[config.mk]
export PLATFORM = sky130hd
export DESIGN_NAME = green_interp_seq_flat
export DESIGN_NICKNAME = d
export VERILOG_FILES = /design/src/rtl/green_interp_seq_if.sv /design/src/rtl/green_interp_seq.sv /design/src/flat_wrapper.sv
export SDC_FILE = /design/constraint.sdc
export NUM_CORES = 1
export LEC_CHECK = 0
export CAP_MARGIN = 20
export CORE_ASPECT_RATIO = 1.75
export CORE_UTILIZATION = 56
export DETAILED_ROUTE_END_ITERATION = 16
export PLACE_DENSITY = 0.78
export SKIP_CTS_REPAIR_TIMING = 1
export SYNTH_ARGS = -nofsm -noshare
export SYNTH_HDL_FRONTEND = slang
export SYNTH_SLANG_ARGS = --single-unit
[constraint.sdc]
create_clock -name clk -period 11.2 [get_ports clk]
set_input_delay 1.68 -clock clk [delete_from_list [all_inputs] [get_ports clk]]
set_output_delay 1.68 -clock clk [all_outputs]
set_load 0.01 [all_outputs]
[src/rtl/green_interp_seq_if.sv]
// Handshake bundle between the weight stage, the green estimator and the
// red/blue reconstruction stage: operands in, one signed green sample out.
interface green_interp_seq_if #(
  parameter int PIXEL_BW  = 12,
  parameter int WEIGHT_BW = 8
);
  logic                        in_valid;
  logic                        in_ready;
  logic        [WEIGHT_BW-1:0] h;
  logic        [WEIGHT_BW-1:0] v;
  logic        [WEIGHT_BW-1:0] threshold;
  logic signed [PIXEL_BW:0]    Gh;
  logic signed [PIXEL_BW:0]    Gv;
  logic                        out_valid;
  logic                        out_ready;
  logic signed [PIXEL_BW:0]    green;
  logic        [1:0]           sel;

  modport master (
    output in_valid, h, v, threshold, Gh, Gv, out_ready,
    input  in_ready, out_valid, green, sel
  );

  modport slave (
    input  in_valid, h, v, threshold, Gh, Gv, out_ready,
    output in_ready, out_valid, green, sel
  );
endinterface

[src/rtl/green_interp_seq.sv]
// Sequential green estimator: directional select or weighted blend of Gh/Gv,
// normalised either by a fixed shift or by a bit-serial restoring divide by h+v.
module green_interp_seq #(
  parameter int PIXEL_BW  = 12,
  parameter int WEIGHT_BW = 8,
  parameter int TH_FRAC   = 8,
  parameter bit DIV_MODE  = 1'b0,
  parameter bit SAT_EN    = 1'b0
) (
  input  logic               clk,
  input  logic               rst,
  green_interp_seq_if.slave  bus
);
  localparam int PW    = PIXEL_BW + 1;
  localparam int NUM_W = WEIGHT_BW + PIXEL_BW + 2;
  localparam int CMP_W = 2 * WEIGHT_BW + TH_FRAC;
  localparam int DVS_W = WEIGHT_BW + 1;
  localparam int CNT_W = $clog2(NUM_W);

  typedef enum logic [1:0] {IDLE, CALC, DIV, DONE} state_t;

  state_t                state;
  logic [WEIGHT_BW-1:0]  h_r;
  logic [WEIGHT_BW-1:0]  v_r;
  logic [WEIGHT_BW-1:0]  th_r;
  logic signed [PW-1:0]  gh_r;
  logic signed [PW-1:0]  gv_r;
  logic [NUM_W-1:0]      quo;
  logic [DVS_W-1:0]      rem;
  logic [CNT_W-1:0]      cnt;
  logic                  neg;

  logic [CMP_W-1:0]        th_h;
  logic [CMP_W-1:0]        th_v;
  logic [CMP_W-1:0]        h_sh;
  logic [CMP_W-1:0]        v_sh;
  logic                    cond_h;
  logic                    cond_v;
  logic signed [NUM_W-1:0] gh_ext;
  logic signed [NUM_W-1:0] gv_ext;
  logic signed [NUM_W-1:0] h_ext;
  logic signed [NUM_W-1:0] v_ext;
  logic signed [NUM_W-1:0] num;
  logic [NUM_W-1:0]        num_abs;
  logic signed [PW:0]      pair_sum;
  logic [DVS_W-1:0]        divisor;
  logic [DVS_W:0]          trial;
  logic                    trial_ge;
  logic [DVS_W-1:0]        rem_next;
  logic [NUM_W-1:0]        quo_next;
  logic [PW-1:0]           q_lo;

  // The PW-bit signed range already tops out at 2^PIXEL_BW-1, so only the low clamp can fire.
  function automatic logic signed [PW-1:0] fin(input logic signed [PW-1:0] val);
    if (SAT_EN && val[PW-1]) return '0;
    return val;
  endfunction

  always_comb begin
    th_h     = CMP_W'(th_r) * CMP_W'(h_r);
    th_v     = CMP_W'(th_r) * CMP_W'(v_r);
    h_sh     = CMP_W'(h_r) << TH_FRAC;
    v_sh     = CMP_W'(v_r) << TH_FRAC;
    cond_h   = th_h > v_sh;
    cond_v   = th_v > h_sh;
    gh_ext   = {{(NUM_W-PW){gh_r[PW-1]}}, gh_r};
    gv_ext   = {{(NUM_W-PW){gv_r[PW-1]}}, gv_r};
    h_ext    = {{(NUM_W-WEIGHT_BW){1'b0}}, h_r};
    v_ext    = {{(NUM_W-WEIGHT_BW){1'b0}}, v_r};
    num      = gv_ext * h_ext + gh_ext * v_ext;
    num_abs  = num[NUM_W-1] ? -num : num;
    pair_sum = {gh_r[PW-1], gh_r} + {gv_r[PW-1], gv_r};
    divisor  = {1'b0, h_r} + {1'b0, v_r};
    // One restoring step: dividend bits leave the top of quo, quotient bits enter at the bottom.
    trial    = {rem, quo[NUM_W-1]};
    trial_ge = trial >= {1'b0, divisor};
    rem_next = trial_ge ? DVS_W'(trial - {1'b0, divisor}) : trial[DVS_W-1:0];
    quo_next = {quo[NUM_W-2:0], trial_ge};
    q_lo     = quo_next[PW-1:0];
  end

  always_ff @(posedge clk or negedge rst) begin
    if (!rst) begin
      state         <= IDLE;
      bus.in_ready  <= 1'b0;
      bus.out_valid <= 1'b0;
      bus.green     <= '0;
      bus.sel       <= '0;
      h_r           <= '0;
      v_r           <= '0;
      th_r          <= '0;
      gh_r          <= '0;
      gv_r          <= '0;
      quo           <= '0;
      rem           <= '0;
      cnt           <= '0;
      neg           <= 1'b0;
    end else begin
      case (state)
        IDLE: begin
          if (!bus.in_ready) begin
            bus.in_ready <= 1'b1;
          end else if (bus.in_valid) begin
            h_r          <= bus.h;
            v_r          <= bus.v;
            th_r         <= bus.threshold;
            gh_r         <= bus.Gh;
            gv_r         <= bus.Gv;
            bus.in_ready <= 1'b0;
            state        <= CALC;
          end
        end
        CALC: begin
          bus.sel <= {cond_h, cond_v};
          if (cond_h != cond_v) begin
            bus.green     <= fin(cond_h ? gv_r : gh_r);
            bus.out_valid <= 1'b1;
            state         <= DONE;
          end else if (divisor == '0) begin
            bus.green     <= fin(PW'(pair_sum >>> 1));
            bus.out_valid <= 1'b1;
            state         <= DONE;
          end else if (!DIV_MODE) begin
            bus.green     <= fin(PW'(num >>> WEIGHT_BW));
            bus.out_valid <= 1'b1;
            state         <= DONE;
          end else begin
            quo   <= num_abs;
            rem   <= '0;
            neg   <= num[NUM_W-1];
            cnt   <= CNT_W'(NUM_W - 1);
            state <= DIV;
          end
        end
        DIV: begin
          quo <= quo_next;
          rem <= rem_next;
          if (cnt == '0) begin
            bus.green     <= fin(neg ? $signed(-q_lo) : $signed(q_lo));
            bus.out_valid <= 1'b1;
            state         <= DONE;
          end else begin
            cnt <= cnt - 1'b1;
          end
        end
        DONE: begin
          if (bus.out_ready) begin
            bus.out_valid <= 1'b0;
            bus.in_ready  <= 1'b1;
            state         <= IDLE;
          end
        end
        default: state <= IDLE;
      endcase
    end
  end
endmodule

[src/flat_wrapper.sv]
// flat-port wrapper written by rule: the top's interface ports become plain ports
module green_interp_seq_flat 
#(
  parameter int PIXEL_BW  = 12,
  parameter int WEIGHT_BW = 8,
  parameter int TH_FRAC   = 8,
  parameter bit DIV_MODE  = 1'b0,
  parameter bit SAT_EN    = 1'b0
)
  (clk, rst, bus_in_valid, bus_h, bus_v, bus_threshold, bus_Gh, bus_Gv, bus_out_ready, bus_in_ready, bus_out_valid, bus_green, bus_sel);
  green_interp_seq_if #(.PIXEL_BW(PIXEL_BW), .WEIGHT_BW(WEIGHT_BW)) bus_i ();
  input  logic clk;
  input  logic rst;
  input wire logic [$bits(bus_i.in_valid)-1:0] bus_in_valid;
  input wire logic [$bits(bus_i.h)-1:0] bus_h;
  input wire logic [$bits(bus_i.v)-1:0] bus_v;
  input wire logic [$bits(bus_i.threshold)-1:0] bus_threshold;
  input wire logic [$bits(bus_i.Gh)-1:0] bus_Gh;
  input wire logic [$bits(bus_i.Gv)-1:0] bus_Gv;
  input wire logic [$bits(bus_i.out_ready)-1:0] bus_out_ready;
  output wire logic [$bits(bus_i.in_ready)-1:0] bus_in_ready;
  output wire logic [$bits(bus_i.out_valid)-1:0] bus_out_valid;
  output wire logic [$bits(bus_i.green)-1:0] bus_green;
  output wire logic [$bits(bus_i.sel)-1:0] bus_sel;
  assign bus_i.in_valid = bus_in_valid;
  assign bus_i.h = bus_h;
  assign bus_i.v = bus_v;
  assign bus_i.threshold = bus_threshold;
  assign bus_i.Gh = bus_Gh;
  assign bus_i.Gv = bus_Gv;
  assign bus_i.out_ready = bus_out_ready;
  assign bus_in_ready = bus_i.in_ready;
  assign bus_out_valid = bus_i.out_valid;
  assign bus_green = bus_i.green;
  assign bus_sel = bus_i.sel;
  green_interp_seq #(.PIXEL_BW(PIXEL_BW), .WEIGHT_BW(WEIGHT_BW), .TH_FRAC(TH_FRAC), .DIV_MODE(DIV_MODE), .SAT_EN(SAT_EN)) u_core (.clk(clk), .rst(rst), .bus(bus_i));
endmodule
==> metrics.txt, run 1 <==
post-synthesis cell area 0.0178 mm^2; CTS max path bufs 2; Crit path max-delay family adder cells; worst slew pin tran 0.961 ns; outcome complete, no violations; Residual DRC 0; total CTS buffers 9; CP Launch Type flip-flop; most used cell, CP fa_1; crit path from u_core.v_r[4]; DRT Pass-1 Iters 5; largest net degree at the start of global routing 77; Slew Viols, Final 0; Routed Wire Length 45700 um; Core ar. 0.0309 mm^2; Antenna diodes 0; CP endpoint kind flip-flop; Initial Util 57.4%; initial antenna violation count 0; worst hold path startpoint u_core.cnt[0]; wire per inst ~20 um; Chip Width around 140 um; Mapped Cells slightly below 2000; final period utilization a little over two thirds; ANT nets after route 0; grt ovf 0; die area between 0.03 and 0.04 mm^2; final worst slack around 3.3 ns; Most used DFF post-synth dfrtp_1; I/O Buffers 70; top cells by count, synth inv_1, fa_1, ha_1, nand2_1, and2_1; flops & latches, synth 105; Ys Warns 0; top-count cell post-synth inv_1; global placer's final weighted congestion 0.958; worst r2r src u_core.v_r[4]; worst slack, placed between 3 and 4 ns; endpoints failing setup 0; mean number of vias per cell 5.80; Ports 71; Max transition margin 35.9%; vias 13500; first-pass GRT wire length 76300 um; GRT Overall Usage 31.2%; Synthesized Nets 2440; Arr. time, crit path 8.19 ns; H-Tree Depth 3; post-detail-place hpwl 37300 um; Worst Path Class, Setup flip-flop to flip-flop; worst min path class flip-flop to flip-flop; CP max-delay cell dfrtp_1; post-placement cell area 0.0187 mm^2; setup TNS 0 ns; post-synthesis async set-or-reset flop share 100%; Die Y 238 um; EDFF count, synth 0; Synth top area share between 30% and 40%; Fmax achieved 127 MHz; # Max-Cap Violations 0; Tmin final roughly 7.9 ns; Crit Path Max Fanout 23; Final nets 2454; share of cells above drive strength 1 6.34%; Synth area leaders fa_1, dfrtp_1, ha_1; Layout area overhead 7.35%; Hold Fails Final Rpt 0; CTS tree yes; Yosys top cell by area fa_1; clk_skew 0.0133 ns; Clock Root Buffer clkbuf_16; Crit path required time around 12 ns; syn avg cell area 9.24 um^2; RSZ-0062 raised after global routing false; worst skew pair latency 0.38 ns; Seq/Total Area, Yosys 14.8%; CP bufs+invs 3; clock-pin slew on the worst setup and hold paths 0.09 ns; Crit path largest cell delay roughly 0.94 ns; design area 0.0191 mm^2; FP Rows 85; clock sinks 105; distinct cell type count after synthesis 67; number of DRC markers in iteration 0 roughly 630; number of global-route vias before repair between 15000 and 20000
-- worst paths after layout --
kind                            slack, ns                    to  cells past startpoint
worst min register to register       0.50         u_core.cnt[0]                      1
worst max register to register       3.33  u_core.bus.green[11]                     25
worst max-delay path                 3.33  u_core.bus.green[11]                     25
min in group asynchronous            1.23         u_core.h_r[2]                      1
worst min-delay path                 0.50         u_core.cnt[0]                      1
max in group asynchronous            8.63        u_core.quo[17]                      2
-- flip-flops by register name (all words and copies together) (netlist names) --
signal and cells:
u_core.bus.in_ready 1, u_core.bus.green 13, u_core.cnt 5, u_core.v_r 8
u_core.th_r 8, u_core.quo 22, u_core.h_r 8, u_core.state 2
u_core.gh_r 13, u_core.bus.sel 2, u_core.bus.out_valid 1, u_core.gv_r 13
u_core.rem 9
-- metrics by stage --
step / std cells / hold WS (ns) / util [%]
final: 2332 / 0.503 / 61.6
after global routing: 2332 / 0.522 / 61.6
after CTS: 2332 / 0.506 / 61.6
after detailed placement: 2316 / 0.486 / 60.6
after global placement: 2316 / 0.471 / 60.6
after floorplan: 1922 / 0.449 / -
-- layout make-up --
cell class,instances,area (um^2)
tap,391,489
sequential,105,2630
timing repair buffer,88,833
clock inverter,7,91.3
clock buffer,9,225
multi-input combinational,1349,13400
fill,2561,11900
inverter,383,1440
-- placed cells by master (no fill, tap or decap), drive strengths merged, types with 4 or more instances in the layout --
cell | synthesis | layout
o22ai | 4 | 4
a21oi | 53 | 53
clkdlybuf4s50 | 0 | 69
xor2 | 22 | 22
dfrtp | 105 | 105
inv | 383 | 386
a211o | 4 | 4
and2 | 185 | 185
ha | 195 | 195
o2111ai | 5 | 5
nor2b | 11 | 11
o21ai | 46 | 46
fa | 269 | 269
clkinv | 0 | 4
nor3 | 18 | 18
mux2 | 73 | 73
o31a | 4 | 4
nand4 | 9 | 9
clkbuf | 75 | 9
a21o | 15 | 15
nand2b | 9 | 9
buf | 10 | 19
a211oi | 14 | 14
or3 | 9 | 9
o21bai | 4 | 4
nand3 | 15 | 15
o211ai | 4 | 4
a221o | 7 | 7
a31oi | 5 | 5
a221oi | 4 | 4
nand2 | 189 | 189
nor2 | 84 | 84
mux2i | 5 | 5
o21a | 8 | 8
xnor2 | 46 | 46
-- cells by family after synthesis --
family / Yosys count / synth area share (%)
AO/OA/AOI/OAI: 198 / 7.54
multiplexers: 78 / 4.93
adder cells (fa/ha/maj): 464 / 44.1
AND/OR/NAND/NOR: 541 / 15.2
flip-flops: 105 / 14.8
buffers and inverters: 468 / 10.0
XOR/XNOR: 68 / 3.40
-- metal layers --
metal	track usage [%]	up-vias	routed length (um)
li1	-	6015	-
met1	30.2	6814	14900
met2	57.1	448	24700
met3	4.69	254	1970
met4	25.3	0	4200
met5	0	-	0
Power of run 1 is not shown: default switching activity piles up to over one toggle a cycle in this logic, so the estimate is an artifact.
==> run 2, diff against run 1 <==
==> constraint.sdc (replaced) <==
create_clock -name clk -period 7.8 [get_ports clk]
set_input_delay 1.17 -clock clk [delete_from_list [all_inputs] [get_ports clk]]
set_output_delay 1.17 -clock clk [all_outputs]
set_load 0.01 [all_outputs]
==> run 2 against run 1 <==
- sequential share of layout area is 0.061 points lower
- cell count rose by 0.47%
- first-iteration DRC count is 22% higher
- via count about the same
- critical path type unchanged
- sequential cell count did not move
- maximum frequency grew 5.9%
==> metrics.txt, run 2 (synthesis results as in run 1) <==
Crit path required time 8.08 ns; Initial Util around 57%; wire per inst 20.3 um; Clock Root Buffer clkbuf_16; Biggest register u_core.quo; most used cell, CP a211oi_1; Final nets 2465; CP endpoint kind flip-flop; CP Launch Type flip-flop; clock-pin slew on the worst setup and hold paths 0.09 ns; most used routing layer in global routing met2; GRT met2 Usage a little under three fifths; largest net degree at the start of global routing 57; Crit path largest cell delay 0.96 ns; GR Layer Usage met1 30.8%; DRT Pass-1 Iters 6; first-pass GRT wire length 77000 um; post-detail-place hpwl 38200 um; worst min path class flip-flop to flip-flop; Multi-input gate area 0.0134 mm^2; most common cell after layout, fill and taps aside inv_1; grt ovf 0; routing usage on met3 5.10%; Slew Viols, Final 0; highest-count cells in the layout ignoring fill and taps inv_1, fa_1, ha_1; mean number of vias per cell approximately 5.8; Core ar. 0.0309 mm^2; ANT nets after route 0; total CTS buffers 9; I/O Buffers 70; Layout area overhead 7.83%; Chip Width 137 um; Hold Fails Final Rpt 0; worst slew pin tran roughly 0.94 ns; number of global-route vias before repair 15100; die area 0.0324 mm^2; Arr. time, crit path 7.71 ns; share of cells above drive strength 1 6.92%; outcome complete, no violations; Max transition margin 37.6%; Antenna diodes 0; Fmax achieved between 100 and 150 MHz; Routed Wire Length 47500 um; endpoints failing setup 0; number of DRC markers in iteration 0 between 700 and 800; CTS max path bufs 2; setup TNS 0 ns; Ports 71; Seq. cell area 0.00263 mm^2; clk_skew roughly 0.017 ns; RSZ-0062 raised after global routing false; GRT Overall Usage approximately a third; initial antenna violation count 0; Crit Path Max Fanout 21; worst skew pair latency 0.39 ns; final period utilization 95.2%; vias approximately 14000; Worst Path Class, Setup flip-flop to flip-flop; max reg flops 22; clock sinks 105; Tmin final 7.43 ns; H-Tree Depth 3; FP Rows 85; global placer's final weighted congestion 0.953; Die Y 238 um; # Max-Cap Violations 0; Residual DRC 0; CP max-delay cell dfrtp_1; Fillers 2611; CTS tree yes
[run 2: changes by cell type in the layout (fill, tap and decap cells not counted), sizes merged]
cell,delta
buf,+11
clkinv,-1
inv,+1
[run 2: critical path: cells and delay by family (launching register included)]
kind	cells	cell delay, ns
buf+inv	4	0.19
flops	1	0.96
simple gates	6	1.52
compound gates	8	1.87
xor+xnor	1	0.12
fa+ha+maj	6	2.62
[run 2: final timing paths]
path                                 from                    to  slack [ns]  cells after the start
setup / recovery            u_core.h_r[4]   u_core.bus.green[2]        0.37                     25
hold / removal             u_core.quo[14]        u_core.quo[15]        0.51                      1
setup reg to reg            u_core.h_r[4]   u_core.bus.green[2]        0.37                     25
hold reg to reg            u_core.quo[14]        u_core.quo[15]        0.51                      1
max in group asynchronous             rst  u_core.bus.out_valid        5.74                      2
min in group asynchronous             rst         u_core.h_r[0]        0.83                      1
[run 2: cell type report]
| cell class | count | share of cell area [%] |
|---|---|---|
| clock buffer | 9 | 1.18 |
| clock inverter | 7 | 0.477 |
| inverter | 383 | 7.51 |
| multi-input combinational | 1349 | 69.8 |
| sequential | 105 | 13.7 |
| tap | 391 | 2.56 |
| timing repair buffer | 99 | 4.78 |
[run 2: metrics by stage]
step | instances | cell area, um^2 | setup slack, ns | util, % | hold slack [ns]
final | 2343 | 19100 | 0.371 | 61.9 | 0.505
after global routing | 2343 | 19100 | 0.0115 | 61.9 | 0.523
after CTS | 2343 | 19100 | 0.257 | 61.8 | 0.502
after detailed placement | 2327 | 18800 | 0.297 | 60.8 | 0.488
after global placement | 2327 | 18800 | 0.515 | 60.8 | 0.473
after floorplan | 1922 | 17800 | 1.26 | - | 0.449
[run 2: layer usage]
metal	vias up	routed length, um
li1	6040	-
met1	6783	15200
met2	455	25100
met3	256	2180
met4	0	4930
met5	-	0
Power of run 2 is left out for the same reason.
